--- src/rtl/df_tap_sequencer.sv ---
// ============================================================================
// df_tap_sequencer: time-multiplexed FIR tap sequencer driving a shared
// external saturating adder, one tap per cycle.   Rev 1.0
// ============================================================================
`default_nettype none

module df_tap_sequencer #(
  parameter int TAPS = 4
) (
  input  logic                  clk,
  input  logic                  rst,
  input  logic [7:0]            in_data,
  input  logic                  in_valid,
  output logic                  in_ready,
  input  logic                  flush,
  input  logic [TAPS-1:0]       coef_en,
  input  logic [TAPS-1:0]       coef_sign,
  input  logic [3*TAPS-1:0]     coef_shift,
  output logic [8:0]            add_a,
  output logic [8:0]            add_b,
  input  logic [7:0]            add_sum,
  output logic [7:0]            out_data,
  output logic                  out_valid,
  input  logic                  out_ready,
  output logic                  busy
);

  localparam int IW = $clog2(TAPS);
  localparam logic [IW-1:0] LAST_IDX = IW'(TAPS - 1);

  typedef enum logic [1:0] {
    IDLE = 2'd0,
    ACC  = 2'd1,
    OUT  = 2'd2
  } state_t;

  state_t              state_q;
  logic [7:0]          d_q [TAPS];
  logic [TAPS-1:0]     en_q;
  logic [TAPS-1:0]     sign_q;
  logic [3*TAPS-1:0]   shift_q;
  logic [7:0]          acc_q;
  logic [IW-1:0]       idx_q;
  logic [7:0]          out_data_q;

  logic [7:0]          tap_sample;
  logic [2:0]          tap_shift;
  logic [7:0]          term;

  always_comb begin
    tap_sample = d_q[idx_q];
    tap_shift  = shift_q[3*int'(idx_q) +: 3];
    term       = tap_sample >> tap_shift;
    add_a      = 9'd0;
    add_b      = 9'd0;
    if (state_q == ACC) begin
      add_a = {1'b0, acc_q};
      if (en_q[idx_q]) begin
        add_b = sign_q[idx_q] ? (9'd0 - {1'b0, term}) : {1'b0, term};
      end
    end
  end

  // Handshake outputs are gated by rst so nothing is advertised during reset.
  assign in_ready  = !rst && (state_q == IDLE) && !flush;
  assign out_valid = !rst && (state_q == OUT);
  assign busy      = !rst && (state_q != IDLE);
  assign out_data  = out_data_q;

  always_ff @(posedge clk) begin
    if (rst) begin
      state_q    <= IDLE;
      for (int k = 0; k < TAPS; k++) d_q[k] <= 8'd0;
      en_q       <= '0;
      sign_q     <= '0;
      shift_q    <= '0;
      acc_q      <= 8'd0;
      idx_q      <= '0;
      out_data_q <= 8'd0;
    end else begin
      case (state_q)
        IDLE: begin
          if (flush) begin
            for (int k = 0; k < TAPS; k++) d_q[k] <= 8'd0;
          end else if (in_valid) begin
            for (int k = TAPS - 1; k > 0; k--) d_q[k] <= d_q[k-1];
            d_q[0]  <= in_data;
            en_q    <= coef_en;
            sign_q  <= coef_sign;
            shift_q <= coef_shift;
            acc_q   <= 8'd0;
            idx_q   <= '0;
            state_q <= ACC;
          end
        end
        ACC: begin
          acc_q <= add_sum;
          idx_q <= idx_q + 1'b1;
          // Capture the final sum directly so out_data equals acc throughout OUT.
          if (idx_q == LAST_IDX) begin
            out_data_q <= add_sum;
            state_q    <= OUT;
          end
        end
        OUT: begin
          if (out_ready) state_q <= IDLE;
        end
        default: state_q <= IDLE;
      endcase
    end
  end

endmodule

`default_nettype wire
--- config.mk ---
export PLATFORM = sky130hd
export DESIGN_NAME = df_tap_sequencer
export DESIGN_NICKNAME = d
export VERILOG_FILES = /design/src/rtl/df_tap_sequencer.sv
export SDC_FILE = /design/constraint.sdc
export NUM_CORES = 1
export LEC_CHECK = 0
export ABC_AREA = 0
export CAP_MARGIN = 20
export CORE_ASPECT_RATIO = 2
export CORE_MARGIN = 1
export CORE_UTILIZATION = 45
export DETAILED_ROUTE_END_ITERATION = 16
export GPL_ROUTABILITY_DRIVEN = 0
export PLACE_DENSITY = 0.71
export SYNTH_ARGS = -nofsm -noshare
export SYNTH_HDL_FRONTEND = slang
export SYNTH_SLANG_ARGS = --single-unit
--- constraint.sdc ---
create_clock -name clk -period 4.2 [get_ports clk]
set_input_delay 0.84 -clock clk [delete_from_list [all_inputs] [get_ports clk]]
set_output_delay 0.84 -clock clk [all_outputs]
set_load 0.02 [all_outputs]
# == After elaboration in Yosys (flattened, before gate mapping) ==
# Memory sizes are Yosys's and may differ from the RTL's. A register that Yosys moved wholly into a read port is not among the register bits.
# Index checks and enable logic that the tools add are counted.
# totals
input_bits,41
reg_bits,40
mem_bits_rw,32
memories,1
wordCells,83
output_inout_bits,29
# classes
bitwise,9
muxes,40
reduce_logical,13
addsub,2
n_shift,2
multipliers,1
order_cmp,1
n_eq_ne,7
# mem_list
memory,words,width,read_ports,rd_ports_with_merged_regs,wr,line_no,text
d_q,4,8,4,1,4,38,logic [7:0] d_q [TAPS];
# op_table
cell,n
$mux W8,11
$mux W9,3
$mux W2,8
$pmux W8 S2,1
$mux W1,13
$shiftx A12 B5 Y3,1
$sub A1 B8 Y9 const A,1
$or A1 B1 Y1,8
$shr A8 B3 Y8,1
$ne A2 B2 Y1 const B,3
$pmux W2 S3,1
$reduce_and A3 Y1,2
$bmux W1 S2,2
$eq A2 B2 Y1 const B,2
$logic_and A1 B1 Y1,4
$mul A2 B2 Y4 const A,1
$pmux W2 S2,1
$reduce_and A4 Y1,1
$reduce_bool A2 Y1,2
$lt A2 B3 Y1 const B,1
$add A2 B1 Y2 const B,1
$eq A2 B1 Y1 const B,1
$logic_not A1 Y1,2
$logic_not A2 Y1,1
other kinds (3),3

# == Longest topological paths before layout ==
# Gate-level depths: netlist of run 1.
# depth
word_depth,7
ltp_mapped,11
depth_no_buf,9

# == Worst setup path before layout of run 1 ==
# No wires, ideal clock.
# synth_timing
path_kind,register -> output
from,register idx_q[0]
to,output add_b[1]
t_arrival_ps,2494
setup_slack_ps,866
path_stages_with_launch,10
cell_sequence,dfxtp_1 -> buf_6 -> mux4_2 -> buf_6 -> buf_2 -> o21ai_1 -> mux2i_4 -> ha_1 -> nor2_1 -> a211oi_1
# synth_between
elab_chain_len,7
elab_cells_between_ends,11
cone_classes,add/sub: 1; mul: 1; shift: 2; mux: 7
# synth_rtl
item,line_no,text
start: declaration,43,logic [IW-1:0] idx_q;
start signal: assignment,98,idx_q <= idx_q + 1'b1;
$mul A2 B2 Y4,52,tap_shift = shift_q[3*int'(idx_q) +: 3];
$shiftx A12 B5 Y3,52,
$shr A8 B3 Y8,53,term = tap_sample >> tap_shift;
$sub A1 B8 Y9,59,"add_b = sign_q[idx_q] ? (9'd0 - {1'b0, term}) : {1'b0, term};"
$mux W9,59,
$mux W9 *,58,if (en_q[idx_q]) begin
$mux W9 *,56,if (state_q == ACC) begin
end: declaration,20,"output logic [8:0] add_b,"
# Mark *: on every way between the ends. The rest lies on a longest branch, timed or not. The select of a mux whose other input is x is not followed.

# == Final worst setup path of run 1 ==
# layout_timing
from,register idx_q[0]
to,output add_b[3]
# The elaborated chain is that of the path after synthesis.

==> impl_results.rst, run 1 <==
.. list-table::
   :header-rows: 1

   * - Metric
     - Value
   * - Result of the run
     - completed
   * - Average footprint of a synthesized cell
     - between 9 and 10 sq um
   * - Overall routed net length
     - 9070 um
   * - Top library cells by usage in the layout, fill and taps aside
     - sky130_fd_sc_hd__nand2_1 (73), sky130_fd_sc_hd__clkdlybuf4s50_1 (62), sky130_fd_sc_hd__dfxtp_1 (48)
   * - Most common cell after layout, fill and taps aside
     - sky130_fd_sc_hd__nand2_1
   * - Sequential fraction of the synthesis area
     - 46.82%
   * - Static leakage
     - 1.822 nW
   * - Number of buffers created by CTS
     - 9
   * - Unique masters post-synth
     - 47
   * - Post-synthesis instance total
     - 377
   * - Total inserted antenna cells
     - 0
   * - Initial antenna violation count
     - 0
   * - Number of inserted filler cells in the final layout
     - between 600 and 700
   * - Biggest area contributors in the synthesized netlist
     - sky130_fd_sc_hd__dfxtp_1 (27%), sky130_fd_sc_hd__edfxtp_1 (20%), sky130_fd_sc_hd__mux4_2 (8.6%), sky130_fd_sc_hd__nand2_1 (7.5%), sky130_fd_sc_hd__and2_1 (5.8%)
   * - Number of DRC markers in iteration 0
     - around 140
   * - Clk sink count
     - 74
   * - Number of buffer cells added on primary ports
     - ~70
   * - Slew at the pin with the worst max-slew slack
     - 0.9786 ns
   * - Mapped Nets
     - 420
   * - Warning count from the yosys run
     - 0
   * - Overall overflow remaining after global route
     - 0
   * - Pwr/cell area
     - 395.7 mW/mm^2
   * - Req. time, crit path
     - roughly 3.4 ns
   * - First-pass iteration count of the detailed router
     - 5
   * - Worst min-delay path class
     - flop to flop
   * - Bufs on Longest Clock Path
     - 2
   * - Peak clock frequency supported by timing
     - 0.2446 GHz
   * - Effective utilization at floorplan
     - 46.30%
   * - Number of flops mapped to enable cells by yosys
     - 24
   * - CP Buf/Inv Count
     - 3
   * - Summed instance area of the synthesized netlist
     - 0.003677 sq mm
   * - Most used DFF post-synth
     - sky130_fd_sc_hd__dfxtp_1
   * - Number of vias per cell after detailed routing
     - 5.606
   * - Series of cell instances along the critical path
     - buf_4 -> mux4_2 -> buf_4 -> o211ai_1 -> nand3_1 -> a21oi_1 -> mux2i_1 -> clkdlybuf4s50_1
   * - Count of antenna-violating nets left after detailed routing
     - 0
   * - Num rows
     - 46
   * - Fraction of layout instances using a drive strength above 1
     - 12.92%
   * - Fraction of registers with async set or reset after synthesis
     - 0%
   * - Worst hold slack after final layout
     - about 0.45 ns
   * - Max_cap viols
     - 0
   * - Core box area
     - 0.007943 sq mm
   * - Clock root buffer
     - sky130_fd_sc_hd__clkbuf_16
   * - Most area-hungry cell type in the Yosys netlist
     - sky130_fd_sc_hd__dfxtp_1
   * - Slowest cell on crit path
     - sky130_fd_sc_hd__mux4_2
   * - Startpoint-to-endpoint class of the critical path
     - flop to output pin
   * - Setup violation total in the final timing report
     - 0
   * - Die extent in y
     - approximately 130 um
   * - Data arrival time of the worst path
     - around 3.3 ns
   * - Maximum cell stage delay along the critical path
     - a little over 0.6 ns
   * - Maximum number of pins on one net before global-route repair
     - 34
   * - Crit. End Element
     - output pin
   * - Headroom to the max-slew limit
     - 34.76%
   * - Residual DRC count
     - 0
   * - Total count of max-transition violations in the final report
     - 0
   * - Count of vias placed by the detailed router
     - 3055
   * - Total global-route track usage
     - 23.18%
   * - Peak ir drop on the vdd network
     - 0.0002698 V
   * - Die area
     - 0.008559 sq mm
   * - Clock Skews
     - 0.005781 ns
   * - Chip width
     - 65.92 um
   * - Cell class contributing the biggest share of worst-path delay
     - buffers and inverters
   * - Final Total Pwr
     - roughly 1.9 mW
   * - Synthesis-to-layout area growth
     - 32.66%
   * - Largest driver fanout on the critical path
     - 5
   * - Total of flip-flops plus latches after synthesis
     - 74
   * - Clock input transition at the sequential cells of the worst setup and hold paths
     - 0.06 ns
   * - Global-route wire length before repair
     - 14750 um
   * - Area fraction of the dominant cell type after synthesis
     - 27.22%
   * - TritonCTS clock tree
     - done
   * - Nets
     - roughly 500
   * - Final period demand of the worst path
     - a little over 4 ns
   * - Estimated wirelength of the detail-placed design
     - around 6300 um
   * - Core occupancy in the finished layout
     - 61.42%
   * - Number of endpoints with negative hold slack in the final report
     - 0
   * - Detailed-route wire length per cell
     - 16.64 um
   * - Period utilisation layout
     - 97.32%
   * - Number of global-route vias before repair
     - 3188
   * - Setup_tns
     - 0 ns
   * - Htree depth
     - 3
   * - Most common cell type on the critical path
     - sky130_fd_sc_hd__buf_4
   * - Kind of launch point of the worst setup path
     - flop
   * - RSZ-0062 raised after global routing
     - no
   * - Number of I/O pins
     - 70
   * - Worst-Skew Late Latency
     - ~0.34 ns
[worst min-delay path: stages (launching register included)]
cell	delay (ns)
sky130_fd_sc_hd__dfxtp_1	0.30
sky130_fd_sc_hd__nand2_1	0.05
sky130_fd_sc_hd__a21oi_1	0.05
[cell usage after synthesis (2+ instances only)]
library cell	n
sky130_fd_sc_hd__ha_1	2
sky130_fd_sc_hd__buf_6	4
sky130_fd_sc_hd__a22oi_1	9
sky130_fd_sc_hd__dfxtp_1	50
sky130_fd_sc_hd__mux2_2	3
sky130_fd_sc_hd__xor2_1	2
sky130_fd_sc_hd__nand4_1	2
sky130_fd_sc_hd__mux2i_1	16
sky130_fd_sc_hd__nand3_1	12
sky130_fd_sc_hd__nand3b_1	3
sky130_fd_sc_hd__a211oi_1	2
sky130_fd_sc_hd__nand2_1	73
sky130_fd_sc_hd__edfxtp_1	24
sky130_fd_sc_hd__a31oi_1	3
sky130_fd_sc_hd__clkbuf_1	20
sky130_fd_sc_hd__o211ai_1	2
sky130_fd_sc_hd__nor2b_1	4
sky130_fd_sc_hd__nand2b_1	7
sky130_fd_sc_hd__a21oi_1	39
sky130_fd_sc_hd__and3_1	3
sky130_fd_sc_hd__nor3b_1	2
sky130_fd_sc_hd__nor2_1	21
sky130_fd_sc_hd__o21ai_1	2
sky130_fd_sc_hd__mux4_2	14
sky130_fd_sc_hd__nor3_1	3
sky130_fd_sc_hd__and2_1	34
[routing by layer]
metal	up-vias	GRT usage (%)	wire length, um
met3	26	4.108	345
met2	87	42.62	5104
met5	-	0	0
met4	0	14.19	309
li1	1470	-	-
met1	1472	23.27	3311
[cells by family after synthesis]
family	after synthesis	synth area share, %
simple gates	169	22.25
flops	74	46.82
compound gates	66	11.09
mux	35	14.77
buf+inv	28	3.810
fa+ha+maj	2	0.6804
xor+xnor	2	0.4764
other cells	1	0.1020
[metrics by stage]
| step | setup slack, ns | cells | cell area (sq um) |
|---|---|---|---|
| 2_1_floorplan | 0.8658 | 377 | 3677 |
| 3_3_place_gp | 0.2680 | 521 | 4394 |
| 3_5_place_dp | 0.1327 | 521 | 4394 |
| 4_1_cts | 0.002137 | 544 | 4848 |
| 5_1_grt | 0.01963 | 545 | 4878 |
| 6_report | 0.1124 | 545 | 4878 |
[state kept, by name (all words and copies together) (netlist names), named ones only]
signal	flops
out_data	8
en_q	4
shift_q	12
acc_q	8
d_q	32
state_q	2
sign_q	4
idx_q	2
[where the power goes]
part | internal [mW] | switching [mW]
Sequential | 0.772 | 0.0218
Clock | 0.586 | 0.295
Combinational | 0.121 | 0.134
Total | 1.48 | 0.451
[area by class of cell]
class / count / area (sq um) / area share [%]
Timing Repair Buffer: 82 / 822.0 / 16.85
Clock inverter: 3 / 45.04 / 0.9233
Tap cell: 96 / 120.1 / 2.462
Multi-Input combinational cell: 276 / 1849 / 37.91
Inverter: 1 / 3.754 / 0.07694
Sequential cell: 74 / 1724 / 35.34
Clock buffer: 13 / 314.1 / 6.438
[path summary, 6_finish.rpt]
path	start	to	slack (ns)	cells after the start
setup / recovery	idx_q[0]$_SDFFE_PP0P_	add_b[3]	0.11	8
hold / removal	en_q[2]$_SDFFE_PP0P_	en_q[2]$_SDFFE_PP0P_	0.45	2
setup reg to reg	state_q[1]$_SDFFE_PP0P_	shift_q[6]$_SDFFE_PP0P_	2.36	4
hold reg to reg	en_q[2]$_SDFFE_PP0P_	en_q[2]$_SDFFE_PP0P_	0.45	2
[repair_timing]
action,in CTS,in global routing
resized for setup,5,7
gates cloned,1,0
setup endpoints to repair,5,7
setup buffers,6,1
hold buffers,0,0
pin swaps,0,1
Note: power is estimated with default switching activity, not from simulation.
==> run 2: changes to the inputs <==
--- a/config.mk
+++ b/config.mk
@@ -13,6 +13,7 @@
 export DETAILED_ROUTE_END_ITERATION = 16
 export GPL_ROUTABILITY_DRIVEN = 0
 export PLACE_DENSITY = 0.71
+export SETUP_SLACK_MARGIN = 0.15
 export SYNTH_ARGS = -nofsm -noshare
 export SYNTH_HDL_FRONTEND = slang
 export SYNTH_SLANG_ARGS = --single-unit
==> impl_results.rst, run 2 (synthesis gave the netlist of run 1 again) <==
.. list-table::
   :header-rows: 1

   * - Metric
     - Value
   * - Count of vias placed by the detailed router
     - 3080 (+0.82%)
   * - Peak ir drop on the vdd network
     - 0.0002698 V (about the same)
   * - Static leakage
     - 1.781 nW (-2.2%)
   * - Hold-fix buffers at CTS
     - 0 (unchanged)
   * - Bufs on Longest Clock Path
     - 2 (unchanged)
   * - Number of DRC markers in iteration 0
     - 146 (+7.4%)
   * - Total count of max-transition violations in the final report
     - 0 (unchanged)
   * - Num rows
     - 46 (unchanged)
   * - Cell class contributing the biggest share of worst-path delay
     - multiplexers
   * - Die area
     - 0.008559 sq mm (unchanged)
   * - Worst min-delay path class
     - flop to flop
   * - Die extent in y
     - 129.8 um (unchanged)
   * - Worst r2r path cells
     - 4 (unchanged)
   * - Clk sink count
     - 74 (unchanged)
   * - Initial antenna violation count
     - 0 (unchanged)
   * - Total global-route track usage
     - 23.21% (+0.036 points)
   * - Total inserted antenna cells
     - 0 (unchanged)
   * - Count of placed standard cells including taps
     - 521 (unchanged)
   * - RSZ-0062 raised after global routing
     - yes
   * - Beginning of the worst register-to-register path
     - state_q[1]$_SDFFE_PP0P_
   * - End of the worst hold path
     - en_q[2]$_SDFFE_PP0P_
   * - Number of buffer cells added on primary ports
     - 68 (unchanged)
   * - Clock input transition at the sequential cells of the worst setup and hold paths
     - 0.06 ns (about the same)
   * - Max_cap viols
     - 0 (unchanged)
   * - Count of antenna-violating nets left after detailed routing
     - 0 (unchanged)
   * - Sequential cell area
     - 0.001724 sq mm (unchanged)
   * - Worst hold start
     - en_q[2]$_SDFFE_PP0P_
   * - Nets
     - 487 (unchanged)
   * - Overall routed net length
     - 8985 um (-0.94%)
   * - Startpoint-to-endpoint class of the critical path
     - flop to output pin
   * - Slowest cell on crit path
     - sky130_fd_sc_hd__mux4_2
   * - Number of global-route vias before repair
     - 3185 (-0.094%)
   * - Biggest registers after layout
     - d_q x32, shift_q x12
   * - Effective utilization at floorplan
     - 46.30% (unchanged)
   * - Estimated wirelength of the detail-placed design
     - 6253 um (unchanged)
   * - Detailed-route wire length per cell
     - 16.49 um (-0.94%)
   * - Data arrival time of the worst path
     - 3.14 ns (-0.11 ns)
   * - Worst reg2reg setup slack
     - 2.37 ns (about the same)
   * - Core box area
     - 0.007943 sq mm (unchanged)
   * - Residual DRC count
     - 0 (unchanged)
   * - Crit. End Element
     - output pin
   * - Worst-Skew Late Latency
     - 0.33 ns (about the same)
   * - Number of endpoints with negative hold slack in the final report
     - 0 (unchanged)
   * - Req. time, crit path
     - 3.36 ns (about the same)
   * - Number of I/O pins
     - 70 (unchanged)
   * - Fraction of layout instances using a drive strength above 1
     - 13.36% (+0.45 points)
   * - Result of the run
     - completed
   * - Htree depth
     - 3 (unchanged)
   * - First-pass iteration count of the detailed router
     - 4 (-1)
   * - Cell Count, Final, Fillers Out
     - 545 (unchanged)
   * - Largest driver fanout on the critical path
     - 7 (+2)
   * - Series of cell instances along the critical path
     - buf_4 -> mux4_2 -> mux2i_2 -> mux2_2 -> nand2_1 -> o21ai_1 -> ha_2 -> and3_1 -> a41oi_1 -> nand3b_1 -> clkdlybuf4s15_1
   * - CP Buf/Inv Count
     - 2 (-1)
   * - Synthesis-to-layout area growth
     - 32.29%
   * - Maximum number of pins on one net before global-route repair
     - 34 (unchanged)
   * - Peak clock frequency supported by timing
     - 0.2513 GHz (+2.7%)
   * - Period utilisation layout
     - 94.75% (-2.6 points)
   * - Global-route wire length before repair
     - 14750 um (about the same)
   * - Pwr/cell area
     - 396.8 mW/mm^2 (+0.27%)
   * - Number of vias per cell after detailed routing
     - 5.651 (+0.82%)
   * - Overall overflow remaining after global route
     - 0 (unchanged)
   * - Endpoint of the most critical register-to-register path
     - shift_q[6]$_SDFFE_PP0P_
   * - Final period demand of the worst path
     - 3.979 ns (-0.1082 ns)
   * - Clock root buffer
     - sky130_fd_sc_hd__clkbuf_16
   * - Top library cells by usage in the layout, fill and taps aside
     - sky130_fd_sc_hd__nand2_1 (73), sky130_fd_sc_hd__clkdlybuf4s50_1 (60), sky130_fd_sc_hd__dfxtp_1 (48)
   * - Depth of the worst hold-timing path
     - 2 (unchanged)
   * - Kind of launch point of the worst setup path
     - flop
   * - Setup violation total in the final timing report
     - 0 (unchanged)
   * - Most common cell after layout, fill and taps aside
     - sky130_fd_sc_hd__nand2_1
   * - TritonCTS clock tree
     - done
   * - Headroom to the max-slew limit
     - 35.47% (+0.71 points)
   * - Setup_tns
     - 0 ns (unchanged)
   * - Clock Skews
     - 0.005620 ns (-0.0001613 ns)
   * - Biggest register
     - d_q
   * - Multi-input gate area
     - 0.001852 sq mm (+0.14%)
   * - Flip-flop count of the largest register after layout
     - 32 (unchanged)
   * - Number of inserted filler cells in the final layout
     - 662 (+0.61%)
   * - Maximum cell stage delay along the critical path
     - 0.60 ns (about the same)
   * - Chip width
     - 65.92 um (unchanged)
   * - Number of buffers created by CTS
     - 9 (unchanged)
   * - Slew at the pin with the worst max-slew slack
     - 0.9680 ns (-0.01064 ns)
==> run 2: per-stage QoR <==
stage / area [sq um] / setup slack (ns) / util (%) / hold WS (ns) / total power, mW
CTS: 4861 / 0.1509 / 61.20 / 0.4519 / 1.943
global placement: 4394 / 0.2680 / 55.32 / 0.4435 / 1.035
floorplan: 3677 / 0.8658 / - / 0.4331 / 0.9566
detailed placement: 4394 / 0.1327 / 55.32 / 0.4438 / 1.042
global route: 4865 / 0.05167 / 61.25 / 0.4654 / 2.000
finish: 4865 / 0.2206 / 61.25 / 0.4495 / 1.930
==> run 2: final cells by class <==
cell class	instances	share of cell area, %
clock inverters	3	0.9259
well taps	96	2.469
inverters	1	0.07716
flip-flops and latches	74	35.44
clock buffers	13	6.456
repair buffers	82	16.56
multi-input cells	276	38.07
==> run 2: worst max path at each step <==
stage / to / slack, ns / depth (start not counted)
2_1_floorplan: add_b[1] / 0.87 / 9
3_3_place_gp: add_b[6] / 0.27 / 10
3_5_place_dp: add_b[6] / 0.13 / 10
4_1_cts: add_b[3] / 0.15 / 8
5_1_grt: add_b[6] / 0.05 / 11
6_report: add_b[6] / 0.22 / 11
==> run 2: power by group <==
group	switching, mW	internal, mW	leakage, nW	total [mW]
logic	0.135	0.121	0.928	0.256
clock network	0.294	0.586	0.178	0.880
registers	0.0218	0.772	0.676	0.794
==> run 2: worst min-delay path, stage by stage, from the launching register on <==
cell and delay, ns:
sky130_fd_sc_hd__dfxtp_1 0.30, sky130_fd_sc_hd__nand2_1 0.05, sky130_fd_sc_hd__a21oi_1 0.05
==> run 2: routing by layer <==
metal  vias to the layer above  global-route usage (%)  wire length, um
met5                         -                       0                0
met4                         0                   14.45              384
met3                        37                   4.196              334
met2                       102                   42.68             5002
met1                      1471                   23.16             3264
li1                       1470                       -                -
==> run 2: repair_timing <==
item | 4_1_cts | 5_1_grt
setup endpoints to repair | 8 | 4
gates resized for setup | 12 | 6
setup buffers | 7 | 0
gates cloned | 1 | 0
pin swaps | 1 | 0
